File: src/rtl/hub75_pkg.sv
// hub75_pkg: shared types and helpers for the HUB75 scan driver
//   state_t     scan FSM states
//   *_SLICE     channel position inside a {R,G,B} pixel word, in units of BPC bits
//   plane_time  OE on-time of a bit-plane in clk cycles
package hub75_pkg;
   typedef enum logic [2:0] {IDLE, SHIFT, BLANK, LATCH, DISPLAY} state_t;
   localparam int R_SLICE = 2;
   localparam int G_SLICE = 1;
   localparam int B_SLICE = 0;
   function automatic int plane_time(input int base, input int plane);
      return base << plane;
   endfunction
endpackage

File: src/rtl/hub75_bcm_timer.sv
// hub75_bcm_timer: binary-code-modulation display timer for one bit-plane
//   clk, rst    clock, synchronous active-high reset
//   start       pulse in the cycle before DISPLAY; loads plane time (and brightness)
//   plane       current bit-plane
//   brightness  8-bit OE duty scale, only with HUB75_BRIGHTNESS_EN defined
//   OE          output enable, active low, registered
//   done        high in the last DISPLAY cycle
module hub75_bcm_timer
   import hub75_pkg::*;
#(
   parameter int BASE_TICKS = 16,
   parameter int BPC = 4,
   localparam int PW = BPC > 1 ? $clog2(BPC) : 1,
   localparam int TW = $clog2(BASE_TICKS << (BPC - 1)) + 1
) (
   input  logic          clk,
   input  logic          rst,
   input  logic          start,
   input  logic [PW-1:0] plane,
`ifdef HUB75_BRIGHTNESS_EN
   input  logic [7:0]    brightness,
`endif
   output logic          OE,
   output logic          done
);
   logic [TW-1:0] full, on, cnt, lim, on_lim;
   logic run;
   assign full = TW'(plane_time(BASE_TICKS, int'(plane)));
`ifdef HUB75_BRIGHTNESS_EN
   logic [TW+8:0] prod;
   assign prod = (TW+9)'(full) * (TW+9)'({1'b0, brightness} + 9'd1);
   assign on = TW'(prod >> 8);
`else
   assign on = full;
`endif
   // cnt is the 1-based index of the current DISPLAY cycle
   assign done = run && cnt == lim;
   always_ff @(posedge clk) begin
      if (rst) begin
         run <= 1'b0;
         cnt <= '0;
         lim <= '0;
         on_lim <= '0;
         OE <= 1'b1;
      end else if (start) begin
         run <= 1'b1;
         cnt <= TW'(1);
         lim <= full;
         on_lim <= on;
         OE <= on == '0;
      end else if (done) begin
         run <= 1'b0;
         OE <= 1'b1;
      end else if (run) begin
         cnt <= cnt + 1'b1;
         OE <= cnt >= on_lim;
      end
   end
endmodule

File: src/rtl/hub75_scan_driver.sv
// hub75_scan_driver: HUB75 LED-matrix scan engine (shift, blank, latch, BCM display per bit-plane)
//   clk, rst            clock, synchronous active-high reset
//   enable              run scanning, sampled at row/plane boundaries
//   rd_en/rd_row/rd_col framebuffer read request; rd_top/rd_bot return 1 clk later
//   brightness          OE duty scale, only with HUB75_BRIGHTNESS_EN defined
//   panel_clk           panel shift clock
//   R0,G0,B0,R1,G1,B1   top/bottom half data bits
//   row_sel             row address, bit0 = A
//   LAT, OE             latch (high), output enable (low)
//   frame_done          1-clk pulse after the last plane of the last row
module hub75_scan_driver
   import hub75_pkg::*;
#(
   parameter int COLS = 64,
   parameter int ROW_ADDR_W = 4,
   parameter int BPC = 4,
   parameter int BASE_TICKS = 16,
   parameter int CLK_DIV = 1
) (
   input  logic                    clk,
   input  logic                    rst,
   input  logic                    enable,
   output logic                    rd_en,
   output logic [ROW_ADDR_W-1:0]   rd_row,
   output logic [$clog2(COLS)-1:0] rd_col,
   input  logic [3*BPC-1:0]        rd_top,
   input  logic [3*BPC-1:0]        rd_bot,
`ifdef HUB75_BRIGHTNESS_EN
   input  logic [7:0]              brightness,
`endif
   output logic                    panel_clk,
   output logic                    R0,
   output logic                    G0,
   output logic                    B0,
   output logic                    R1,
   output logic                    G1,
   output logic                    B1,
   output logic [ROW_ADDR_W-1:0]   row_sel,
   output logic                    LAT,
   output logic                    OE,
   output logic                    frame_done
);
   localparam int CW = $clog2(COLS);
   localparam int PW = BPC > 1 ? $clog2(BPC) : 1;
   // per column: fetch, data return, CLK_DIV low, CLK_DIV high
   localparam int SC_MAX = 2 * CLK_DIV + 1;
   localparam int SW = $clog2(SC_MAX + 1);
   state_t state;
   logic [CW-1:0] col;
   logic [SW-1:0] sc;
   logic [ROW_ADDR_W-1:0] row;
   logic [PW-1:0] plane;
   logic [BPC-1:0] sl [6];
   logic last_sc, last_col, last_plane, last_row, tmr_done;
   assign last_sc = sc == SW'(SC_MAX);
   assign last_col = col == CW'(COLS - 1);
   assign last_plane = plane == PW'(BPC - 1);
   assign last_row = &row;
   assign rd_row = row;
   assign rd_col = col;
   assign sl[0] = rd_top[R_SLICE*BPC +: BPC];
   assign sl[1] = rd_top[G_SLICE*BPC +: BPC];
   assign sl[2] = rd_top[B_SLICE*BPC +: BPC];
   assign sl[3] = rd_bot[R_SLICE*BPC +: BPC];
   assign sl[4] = rd_bot[G_SLICE*BPC +: BPC];
   assign sl[5] = rd_bot[B_SLICE*BPC +: BPC];
   hub75_bcm_timer #(.BASE_TICKS(BASE_TICKS), .BPC(BPC)) u_tmr (
      .clk(clk),
      .rst(rst),
      .start(state == LATCH),
      .plane(plane),
`ifdef HUB75_BRIGHTNESS_EN
      .brightness(brightness),
`endif
      .OE(OE),
      .done(tmr_done)
   );
   always_ff @(posedge clk) begin
      if (rst) begin
         state <= IDLE;
         row <= '0;
         plane <= '0;
         col <= '0;
         sc <= '0;
         rd_en <= 1'b0;
         panel_clk <= 1'b0;
         {R0, G0, B0, R1, G1, B1} <= '0;
         row_sel <= '0;
         LAT <= 1'b0;
         frame_done <= 1'b0;
      end else begin
         frame_done <= 1'b0;
         case (state)
            IDLE: if (enable) begin
               state <= SHIFT;
               col <= '0;
               sc <= '0;
               rd_en <= 1'b1;
            end
            SHIFT: begin
               sc <= last_sc ? '0 : sc + 1'b1;
               col <= last_sc && !last_col ? col + 1'b1 : col;
               rd_en <= last_sc && !last_col;
               panel_clk <= !last_sc && int'(sc) + 1 >= CLK_DIV + 2;
               if (sc == SW'(1))
                  {R0, G0, B0, R1, G1, B1} <= {sl[0][plane], sl[1][plane], sl[2][plane],
                                               sl[3][plane], sl[4][plane], sl[5][plane]};
               if (last_sc && last_col)
                  state <= BLANK;
            end
            BLANK: begin
               row_sel <= row;
               LAT <= 1'b1;
               state <= LATCH;
            end
            LATCH: begin
               LAT <= 1'b0;
               state <= DISPLAY;
            end
            DISPLAY: if (tmr_done) begin
               plane <= last_plane ? '0 : plane + 1'b1;
               row <= last_plane ? row + 1'b1 : row;
               frame_done <= last_plane && last_row;
               state <= enable ? SHIFT : IDLE;
               col <= '0;
               sc <= '0;
               rd_en <= enable;
            end
            default: state <= IDLE;
         endcase
      end
   end
endmodule

File: config.mk
export PLATFORM = sky130hd
export DESIGN_NAME = hub75_scan_driver
export DESIGN_NICKNAME = d
export VERILOG_FILES = /design/src/rtl/hub75_pkg.sv /design/src/rtl/hub75_bcm_timer.sv /design/src/rtl/hub75_scan_driver.sv
export SDC_FILE = /design/constraint.sdc
export NUM_CORES = 1
export LEC_CHECK = 0
export ABC_AREA = 1
export BUFFER_PORTS_ARGS = -buffer_cell sky130_fd_sc_hd__buf_2
export CORE_UTILIZATION = 45
export CTS_CLUSTER_DIAMETER = 30
export DETAILED_ROUTE_END_ITERATION = 12
export PLACE_DENSITY = 0.71
export SLEW_MARGIN = 15
export SYNTH_ARGS = -nofsm -noshare
export SYNTH_HDL_FRONTEND = slang
export SYNTH_HIERARCHICAL = 1
export SYNTH_SLANG_ARGS = --single-unit
File: constraint.sdc
create_clock -name clk -period 2.9 [get_ports clk]
set_clock_uncertainty 0.2 [all_clocks]
set_input_delay 0.58 -clock clk [delete_from_list [all_inputs] [get_ports clk]]
set_output_delay 0.58 -clock clk [all_outputs]
set_load 0.02 [all_outputs]
* Yosys cells after proc, flatten, opt, wreduce, memory -nomap -nowiden
Cells that the tools add are included.
Word-level totals: word-level logic and storage cells 110, output and inout port bits 25, register bits after elaboration 49
Cells by class: bitwise gates (word level) 2, add/sub/neg operators 6, shift operators 1, reduce and logical (&&, ||, !) cells 25, mux-type cells 38, eq/ne operators 14, order comparisons 3
Operators with widths (count):
- $mux 6 | 3
- $pmux 6 s3 | 1
- $mux 1 | 17
- $pmux 3 s5 | 1
- $bmux 1 s2 | 6
- $mux 3 | 3
- $reduce_and 3->1 | 3
- $add 8x1->8 const B | 1
- $eq 8x8->1 | 1
- $ge 8x8->1 | 1
- $logic_not 8->1 | 1
- $mux 2 | 4
- $ne 2x2->1 const B | 4
- $reduce_and 2->1 | 4
- $reduce_and 4->1 | 2
- $shl 5x2->8 const A | 1
- $add 6x1->6 const B | 1
- $eq 3x2->1 const B | 2
- $eq 6x6->1 const B | 1
- $pmux 2 s3 | 1
- $reduce_bool 2->1 | 3
- $reduce_bool 3->1 | 2
- $logic_and 1x1->1 | 5
- $add 2x1->2 const B | 2
- 16 further kinds | 19

* Longest topological paths before layout
depth in word-level cells 5, gate-level depth with buffers 14

* Hierarchy
The synthesis kept the hierarchy.
Modules (own cells, without submodules):
- hub75_scan_driver | area an instance 1715.4 sq um, times used 1, cells each 243
- hub75_bcm_timer | area an instance 774.5 sq um, times used 1, cells each 108

* Worst setup path after synthesis
OpenSTA, ideal clock, no wires.
kind register to register, start register, netlist name u_tmr/on_lim[7], end register sc[1], stages on the path, launching flop included 13, buffers on the path 0, library setup time 0.115 ns, arrival time 1.818 ns, path slack 0.767 ns, cells stage by stage dfxtp_1 -> inv_1 -> ha_1 -> nand2_1 -> nor2_1 -> nand2_4 -> nor2_1 -> inv_1 -> nand2_1 -> nand3_4 -> nand2_1 -> nor2_1 -> o21a_1
RTL lines:
- to (signal assigned) | line hub75_scan_driver.sv:101 | sc <= last_sc ? '0 : sc + 1'b1;
- to (decl) | line hub75_scan_driver.sv:50 | logic [SW-1:0] sc;

==> flow_results.org <==
** Global routing
- The first global-routing pass estimated 9.34 mm of wire.
- Total global-route track usage :: 19.4%
- Via count of the first global-routing pass :: 2066
- Initial antenna violation count :: 0
- After global routing the overflow that remains totals 0.
- Entering global routing, the biggest net connects 24 pins.

** Clocking
- Clock-pin transition on the worst setup and hold timing paths :: 0.09 ns
- After clock tree synthesis, the flow added hold-fix buffers numbering 0.
- Counting along the longest clock path gives a buffer depth of 2.
- Post-CTS setup buffers :: 0
- # clock sinks :: 45
- In this run, post-CTS repair resized a total of 0 instances.
- TritonCTS built the clock tree.
- Buffer type at the clock tree root :: sky130_fd_sc_hd__clkbuf_8
- The number of clock buffers added by TritonCTS is 5.
- The H-tree generated during clock tree synthesis spans 2 levels.
- Clock latency on the worst-skew pair, taken at its later pin, is 0.30 ns.

** Outcome
- Status :: finished, final reports clean

** Critical path
- Library cell contributing the largest single delay on the critical path :: sky130_fd_sc_hd__dfxtp_1
- STA classifies the critical path startpoint as a flop.
- For the worst setup path, the data arrival time is 2.37 ns.
- Crit-path max FO :: 9
- Biggest cell delay along the critical path :: 0.32 ns
- Crit path buffers/inverters :: 2
- Worst EP required :: 2.90 ns
- The critical path is of the reg2reg type.
- On the critical path the largest part of the delay comes from simple AND/OR/NAND/NOR gates.
- Category of the worst setup path capture point :: flop
- The critical path goes through inv_1, ha_1, nand2_1, nor2_1, nand2_4, nor2_1, inv_1, nand2_1, nand3_4, nand2_1, nor2_1, o21a_1.

** Synthesis
- In the post-synthesis netlist, the cell with the most instances is sky130_fd_sc_hd__nand2_1.
- Multiplexer cells account for 0% of the synthesized area.
- After Yosys synthesis, XOR and XNOR cells account for 1.76% of the synthesized area.
- Sorting the synthesized cells by area gives the leading types as sky130_fd_sc_hd__dfxtp_1 (36%), sky130_fd_sc_hd__nand2_1 (11%), sky130_fd_sc_hd__nor2_1 (6.6%), sky130_fd_sc_hd__a21oi_1 (6.0%), sky130_fd_sc_hd__ha_1 (6.0%).
- Top cell type's share of synthesized area :: 36.2%
- Most used standard cells in the synthesized netlist :: sky130_fd_sc_hd__nand2_1 (74), sky130_fd_sc_hd__dfxtp_1 (45), sky130_fd_sc_hd__nor2_1 (44), sky130_fd_sc_hd__inv_1 (32), sky130_fd_sc_hd__a21oi_1 (30)
- Post-synthesis cell type count :: 36
- Number of instances in the synthesized netlist :: 351
- For this run, the leading register cell type out of synthesis is sky130_fd_sc_hd__dfxtp_1.
- Synthesis produced a netlist with a net count of 390.
- Part of the Yosys area used for sequential elements :: 36.2%
- Asr flop ratio synth :: 0%
- After synthesis the netlist holds a flip-flop and latch count of 45.
- Synthesized-area fraction occupied by ao, oa, aoi and oai cells :: 16.2%
- Dividing the synthesized area by the synthesized cell count gives 7.09 um2.
- Adder-cell share of the synthesized area :: 6.03%
- After Yosys synthesis, and, or, nand and nor cells account for 31.5% of the synthesized area.
- Cell area after technology mapping :: 2490 um2
- After synthesis, the largest family of logic cells by area is simple AND/OR/NAND/NOR gates.
- The biggest area contributor in the post-synthesis netlist is sky130_fd_sc_hd__dfxtp_1.
- Yosys printed 6 warnings.
- In this run, synthesis inferred 0 flip-flops with an integrated enable.

** Floorplanning
- The core region is 5200 um2.
- Die boundary height :: 76.4 um
- During I/O placement, the number of pins put on the boundary was 52.
- Die area :: 5830 um2
- Measured along the x axis, the die boundary spans 76.4 um.
- Row count :: 26
- The initial utilization of the core area, before any placement, comes to 47.8%.

** STA
- The final count of pins violating max slew is 0.
- The worst path in the final design needs a cycle of 2.37 ns, including I/O delays and setup.
- Setup repair after global routing left no endpoint under its margin.
- In this run the tightest slew margin relative to its limit is 61.2%.
- Maximum frequency from static timing analysis :: 0.422 GHz
- The worst path uses 81.7% of the clock period.
- Total count of hold-check failures in the final report :: 0
- Transition at the pin with the smallest max-transition slack :: 0.581 ns
- For the final routed database, the setup TNS stands at 0 ns.
- Setup violation total in the final timing report :: 0

** Flow run
- Number of max-cap violations :: 0

** Cells and area
- 0 antenna diodes ended up in the layout.
- Fill cell count :: 516
- Cells with a size suffix above 1 make up 21.7% of the layout.
- FF+latch area :: 901 um2
- In the final layout, the multi-input gates occupy 1380 um2.
- Net count of the finished layout :: 439
- Design area :: 2880 um2
- Synthesis-to-finish area growth :: 15.8%

** Power
- Worst ir drop on vdd :: 0.221 mV
- Power per cell area :: 447 nW/um2
- Total Power Consumption :: 1.29 mW
- Leakage :: 1.32 nW

** Detailed routing
- After detailed routing, the average wire length per cell comes to 11.1 um.
- For this block, the via count after detailed routing is 2300.
- Total wire length :: 5.25 mm
- In this run the remaining antenna-violating nets after routing total 0.
- # DRC :: 0
- Count of routing violations after the opening detailed-route iteration :: 123
- In the routed layout, each cell is associated on average with a via count of 4.88.
- For this run, the detailed router's first-pass iteration total came to 4.

** Placement
- Once placement finished, the instance area stood at 2780 um2.
- Detailed placement HPWL :: 3.82 mm
- The congestion estimate from routability-driven global placement came to 0.820.
- Port Buffer Count :: 51

** Worst hold path
- The tightest min-delay check is of the reg2reg type.
==> final timing paths <==
check                  start               to  slack, ns  cells after the start
min          u_tmr/on_lim[4]  u_tmr/on_lim[4]       0.26                      2
max reg2reg  u_tmr/on_lim[7]            sc[1]       0.53                     12
max          u_tmr/on_lim[7]            sc[1]       0.53                     12
min reg2reg  u_tmr/on_lim[4]  u_tmr/on_lim[4]       0.26                      2
==> kinds of logic (layout without fill, tap and decap cells) <==
group	count (synthesis)	after routing
flops	45	45
xor+xnor	5	5
buf+inv	50	100
compound gates	72	72
simple gates	167	167
fa+ha+maj	12	12
==> where the power goes <==
part,switching [mW],total (mW),internal [mW]
combinational,0.127,0.195,0.0683
sequential,0.0189,0.659,0.640
clock,0.217,0.433,0.216
==> routing by layer <==
layer | track usage, % | up-vias | share of wire, %
met4 | 7.50 | 0 | 1.3
met3 | 2.75 | 7 | 3.5
met1 | 25.7 | 1014 | 50
li1 | - | 1238 | -
met2 | 31.8 | 41 | 45
met5 | 0 | - | 0
==> placed cells by master, fill, tap and decap left out, types with 12 or more instances in the layout <==
master / count
sky130_fd_sc_hd__o21ai_0: 25
sky130_fd_sc_hd__inv_1: 32
sky130_fd_sc_hd__nand3_1: 24
sky130_fd_sc_hd__dfxtp_1: 45
sky130_fd_sc_hd__nand2_1: 74
sky130_fd_sc_hd__a21oi_1: 30
sky130_fd_sc_hd__ha_1: 12
sky130_fd_sc_hd__buf_2: 51
sky130_fd_sc_hd__nor2_1: 44
==> layout make-up <==
cell class              instances  area share, %
repair buffers                 51           8.85
multi-input cells             256           47.9
clock inverters                 1          0.174
clock buffers                   7           3.34
flip-flops and latches         45           31.3
well taps                      70           3.04
inverters                      41           5.43
==> flip-flops by register name, summed over array words and instances, names as in the netlist, 2 cells and up <==
signal	count
plane	2
u_tmr/cnt	8
state	3
rd_col	6
row_sel	4
rd_row	4
u_tmr/on_lim	4
sc	2
==> worst min-delay path: stages (launching register included) <==
cell and delay [ns]:
sky130_fd_sc_hd__dfxtp_1 0.33, sky130_fd_sc_hd__nand2_1 0.05, sky130_fd_sc_hd__o41ai_1 0.05
==> per-stage QoR <==
step                      util, %  setup WS [ns]  hold WS [ns]  std cells
final                        55.4          0.531         0.257        471
after global routing         55.4          0.246         0.271        471
after CTS                    55.4          0.550         0.261        471
after detailed placement     53.4          0.569         0.242        463
after global placement       53.4          0.630         0.236        463
after floorplan                 -          0.767         0.223        351
Note: power is estimated with default switching activity, not from simulation.
